### src/rtl/nibble_serial_adder_pkg.sv
// Shared definitions for the nibble-serial adder: nibble width, FSM encoding
// and the index width needed to walk WIDTH/4 nibbles.
package nibble_serial_adder_pkg;

  localparam int NIBBLE_W = 4;

  typedef enum logic [1:0] {
    IDLE = 2'd0,
    RUN  = 2'd1,
    DONE = 2'd2
  } state_t;

  // A one-nibble datapath would still need a 1-bit index register.
  function automatic int idx_w(input int width);
    return (width / NIBBLE_W > 1) ? $clog2(width / NIBBLE_W) : 1;
  endfunction

endpackage

### src/rtl/nibble_serial_adder_cla.sv
// 4-bit carry-lookahead adder cell; every carry is a flat function of g/p/cin.
module carrylookahead_adder
  import nibble_serial_adder_pkg::*;
(
  input  logic [NIBBLE_W-1:0] a,
  input  logic [NIBBLE_W-1:0] b,
  input  logic                cin,
  output logic [NIBBLE_W-1:0] sum,
  output logic                cout
);

  logic [NIBBLE_W-1:0] g, p;
  logic [NIBBLE_W:0]   c;

  assign g = a & b;
  assign p = a ^ b;

  assign c[0] = cin;
  assign c[1] = g[0] | (p[0] & c[0]);
  assign c[2] = g[1] | (p[1] & g[0]) | (p[1] & p[0] & c[0]);
  assign c[3] = g[2] | (p[2] & g[1]) | (p[2] & p[1] & g[0])
              | (p[2] & p[1] & p[0] & c[0]);
  assign c[4] = g[3] | (p[3] & g[2]) | (p[3] & p[2] & g[1])
              | (p[3] & p[2] & p[1] & g[0])
              | (p[3] & p[2] & p[1] & p[0] & c[0]);

  assign sum  = p ^ c[NIBBLE_W-1:0];
  assign cout = c[NIBBLE_W];

endmodule

### src/rtl/nibble_serial_adder.sv
// Wide add/subtract sequenced one nibble per clock through a single CLA cell,
// with the inter-nibble carry held in carry_reg.
module nibble_serial_adder
  import nibble_serial_adder_pkg::*;
#(
  parameter int WIDTH = 16
) (
  input  logic             clk,
  input  logic             rst,
  input  logic             start,
  input  logic             sub,
  input  logic [WIDTH-1:0] a,
  input  logic [WIDTH-1:0] b,
  input  logic             cin,
  output logic             busy,
  output logic             done,
  output logic [WIDTH-1:0] sum,
  output logic             cout,
  output logic             ovf
);

  localparam int N     = WIDTH / NIBBLE_W;
  localparam int IDX_W = idx_w(WIDTH);

  state_t state, state_nx;

  logic [N-1:0][NIBBLE_W-1:0] a_reg, b_reg, sum_reg;
  logic [IDX_W-1:0]           idx;
  logic                       carry_reg, a_msb, b_msb, cout_reg, ovf_reg;
  logic [WIDTH-1:0]           b_eff;
  logic [NIBBLE_W-1:0]        nib_a, nib_b, nib_s;
  logic                       nib_c, last;

  assign b_eff = sub ? ~b : b;
  assign nib_a = a_reg[idx];
  assign nib_b = b_reg[idx];
  assign last  = (idx == IDX_W'(N - 1));

  carrylookahead_adder u_cla (
    .a    (nib_a),
    .b    (nib_b),
    .cin  (carry_reg),
    .sum  (nib_s),
    .cout (nib_c)
  );

  always_comb begin
    state_nx = state;
    case (state)
      IDLE:    if (start) state_nx = RUN;
      RUN:     if (last)  state_nx = DONE;
      DONE:    state_nx = IDLE;
      default: state_nx = IDLE;
    endcase
  end

  always_ff @(posedge clk or posedge rst) begin
    if (rst) state <= IDLE;
    else     state <= state_nx;
  end

  // Operands stay parallel in a_reg/b_reg so they remain visible while running.
  always_ff @(posedge clk or posedge rst) begin
    if (rst) begin
      a_reg     <= '0;
      b_reg     <= '0;
      sum_reg   <= '0;
      idx       <= '0;
      carry_reg <= 1'b0;
      a_msb     <= 1'b0;
      b_msb     <= 1'b0;
      cout_reg  <= 1'b0;
      ovf_reg   <= 1'b0;
    end else begin
      case (state)
        IDLE: if (start) begin
          a_reg     <= a;
          b_reg     <= b_eff;
          carry_reg <= sub | cin;
          idx       <= '0;
          a_msb     <= a[WIDTH-1];
          b_msb     <= b_eff[WIDTH-1];
        end
        RUN: begin
          sum_reg[idx] <= nib_s;
          carry_reg    <= nib_c;
          idx          <= idx + IDX_W'(1);
          if (last) begin
            cout_reg <= nib_c;
            ovf_reg  <= (a_msb == b_msb) && (nib_s[NIBBLE_W-1] != a_msb);
          end
        end
        default: ;
      endcase
    end
  end

  assign busy = (state != IDLE);
  assign done = (state == DONE);
  assign sum  = sum_reg;
  assign cout = cout_reg;
  assign ovf  = ovf_reg;

endmodule

### config.mk
export PLATFORM = sky130hd
export DESIGN_NAME = nibble_serial_adder
export DESIGN_NICKNAME = d
export VERILOG_FILES = /design/src/rtl/nibble_serial_adder_pkg.sv /design/src/rtl/nibble_serial_adder_cla.sv /design/src/rtl/nibble_serial_adder.sv
export SDC_FILE = /design/constraint.sdc
export NUM_CORES = 1
export LEC_CHECK = 0
export ABC_AREA = 1
export BUFFER_PORTS_ARGS = -buffer_cell sky130_fd_sc_hd__buf_4
export CAP_MARGIN = 20
export CORE_ASPECT_RATIO = 1.4
export CORE_MARGIN = 2
export CORE_UTILIZATION = 46
export DETAILED_ROUTE_END_ITERATION = 6
export PLACE_DENSITY_LB_ADDON = 0.05
export SYNTH_ARGS = -nofsm -noshare
export SYNTH_HDL_FRONTEND = slang
export SYNTH_SLANG_ARGS = --single-unit
### constraint.sdc
create_clock -name clk -period 2.5 [get_ports clk]
set_input_delay 0.375 -clock clk [delete_from_list [all_inputs] [get_ports clk]]
set_output_delay 0.375 -clock clk [all_outputs]
set_load 0.05 [all_outputs]
==> impl_metrics.yaml <==
layout:
  finalNonFillerCells: 436
  antennaDiodeCount: 0
  drive_above_1_share_pct: 19.8
  area.growth.synth_to_final_pct: 19.6
  nets: 415
drt:
  drtIter0Drc: 161
  num_vias: 2154
  drt-total-wl_mm: 5.68
  dr.pass1.iters: 4
  route.detailed.drc: 0
  viasPerCell: 4.94
  wl_per_cell_um: 13.0
  ant_nets: 0
clocking:
  clk_latency_ns: 0.31
  tritoncts: "built"
  post_cts_buffers: 0
  numCtsBuffers: 5
  cts.path.max_buffers: 2
  cts.hold.buffers_added: 0
  root_buffer: "clkbuf_8"
  clkTransAtPathRegs_ns: 0.09
  ctsResizeCount: 0
  clock-sinks: 55
  cts.htree.levels: 2
global_routing:
  first_global_vias: 2060
  grt_max_degree: 31
  grt_antenna_before_repair: 0
  grt_pass1_wl_mm: 9.38
  gr-total-overflow: 0
  grt_usage_pct: 19.4
critical_path:
  timing_worst_setup_path_type: "reg -> reg"
  cp-start-kind: "flip-flop"
  critPathMaxStageDelay_ns: 0.48
  crit_path_end_kind: "flip-flop"
  path_common_cell: "nand2_1"
  crit_path_cell_trace: "inv_1 -> o21ai_0 -> o22ai_1 -> ha_1 -> or2_0 -> nand2_2 -> nand2_1 -> nand2_2 -> nand2_1 -> nand2_1 -> o211ai_1"
  cpMaxStageDelayCell: "dfrtp_1"
  path_delay_family: "simple AND/OR/NAND/NOR gates"
  cp.arrival_ns: 2.41
  worst-path-buf-inv: 1
  required_ns: 2.68
  crit_fanout: 13
sta:
  slew_viol_final: 0
  max_clock_freq_mhz: 449
  tightestPinTransition_ns: 0.574
  finalCritPeriodShare_pct: 89.0
  fin_setup_tns_ns: 0
  layout_min_cycle_time_ns: 2.23
  clock_skew_ns: 0.00701
  fin_ws_ns: 0.274
  report.final.setup_viol: 0
  rsz0062_at_grt: "false"
  hold_violations: 0
  max-slew-margin-rel_pct: 61.7
logic_synthesis:
  syn_nets: 361
  yosys_warnings: 0
  synthCells: 315
  synth_area_um2: 2690
  yosysSeqAreaShare_pct: 51.2
  synth.avg_cell_area_um2: 8.53
  synth_cell_types: 23
  synth-seq-cells: 55
die:
  dieArea_um2: 6480
  core_um2: 5570
  num_rows: 32
  pin_count: 57
  start_util_pct: 48.3
  die_h_um: 94.4
  die_width_um: 68.6
place:
  preCtsSetupSlack_ns: 0.272
  io_buffers: 56
  place_congestion: 0.878
  dp_hpwl_mm: 4.26
  dp.cells: 430
power:
  leakagePower_nw: 1.67
  power_density_nw_per_um2: 1540
  ir_worst_vdd_v: 0.000629
flow_run:
  drv_cap: 0
run_status:
  status: "complete, no violations"
worst_hold_path:
  hp-class: "in -> async"
==> cell families after synthesis <==
group | after synthesis | share of synthesized area [%]
XOR/XNOR | 18 | 5.87
adder cells (fa/ha/maj) | 9 | 4.47
AO/OA/AOI/OAI | 52 | 10.3
buffers and inverters | 33 | 6.19
flip-flops | 55 | 51.2
AND/OR/NAND/NOR | 148 | 21.9
==> stage by stage <==
stage / power (W) / hold WS (ns) / util (%) / area [um^2]
3_5_place_dp: 0.00452 / 0.469 / 56.4 / 3140
3_3_place_gp: 0.00448 / 0.463 / 56.4 / 3140
5_1_grt: 0.00540 / 0.166 / 57.7 / 3210
4_1_cts: 0.00498 / 0.141 / 57.7 / 3210
2_1_floorplan: 0.00374 / 0.444 / - / 2690
6_report: 0.00494 / 0.121 / 57.7 / 3210
==> report_power, final <==
group | internal (W) | leakage [nW] | total (W) | switching (W)
sequential | 0.00132 | 0.684 | 0.00159 | 0.000273
combinational | 0.000973 | 0.947 | 0.00289 | 0.00192
clock | 0.000188 | 0.0371 | 0.000453 | 0.000266
==> cell usage in the layout (no fill, tap or decap) <==
cell and n:
nand2_1 112, nor2_1 18, fa_1 1, ha_1 8, o211ai_1 1, xnor2_1 18
clkbuf_1 1, clkbuf_8 5, o21ai_0 41, nand2_2 4, buf_4 58, inv_2 4
nand3b_1 1, dfrtp_1 55, a32oi_1 2, o22ai_1 6, buf_12 1, or2_0 1
nand3_1 10, or2_2 1, a21oi_1 2, inv_1 17, nand4_1 1
==> path summary, 6_finish.rpt <==
check / start / endpoint / slack (ns) / cells past startpoint
max in group asynchronous: rst / b_reg[13] / 1.83 / 3
min in group clk: a[7] / a_reg[7] / 0.26 / 3
setup / recovery: idx[1] / carry_reg / 0.27 / 11
hold reg to reg: a_reg[11] / a_reg[11] / 0.49 / 2
setup reg to reg: idx[1] / carry_reg / 0.27 / 11
hold / removal: rst / sum[5] / 0.12 / 2
==> synth_stat cells <==
| cell | number | share of area, % |
|---|---|---|
| o21ai_0 | 41 | 7.6 |
| nand3b_1 | 1 | 0.28 |
| nor2_1 | 18 | 2.5 |
| nand2_2 | 4 | 0.93 |
| a32oi_1 | 2 | 0.65 |
| buf_4 | 2 | 0.56 |
| o211ai_1 | 1 | 0.28 |
| buf_2 | 4 | 0.74 |
| xnor2_1 | 18 | 5.9 |
| clkbuf_1 | 2 | 0.28 |
| nand4_1 | 1 | 0.23 |
| buf_6 | 4 | 1.7 |
| nand2_1 | 112 | 16 |
| nand3_1 | 10 | 1.9 |
| fa_1 | 1 | 0.74 |
| o22ai_1 | 6 | 1.4 |
| or2_2 | 1 | 0.23 |
| inv_2 | 3 | 0.42 |
| dfrtp_1 | 55 | 51 |
| or2_0 | 1 | 0.23 |
| a21oi_1 | 2 | 0.37 |
| ha_1 | 8 | 3.7 |
| inv_1 | 18 | 2.5 |
==> routing by layer <==
layer	share of wire [%]	GRT usage, %	up-vias
met5	0	0	-
met1	45	24.3	1002
li1	-	-	1106
met2	50	33.2	39
met4	1.5	6.00	0
met3	3.6	3.58	7
==> worst register-to-register path: cells and delay by family, from the launching register on <==
kind / cells / cell delay [ns]
DFF: 1 / 0.48
adders and majority gates: 1 / 0.29
buffers and inverters: 1 / 0.31
AOI/OAI and AO/OA: 3 / 0.37
and+or+nand+nor: 6 / 0.65
==> layout make-up <==
type / instances / area [um^2]
fill: 540 / 2350
sequential: 55 / 1380
multi-input combinational: 227 / 1140
timing repair buffer: 59 / 455
tap: 68 / 85.1
inverter: 21 / 78.8
clock buffer: 6 / 72.6
(Power assumes the default switching activity.)
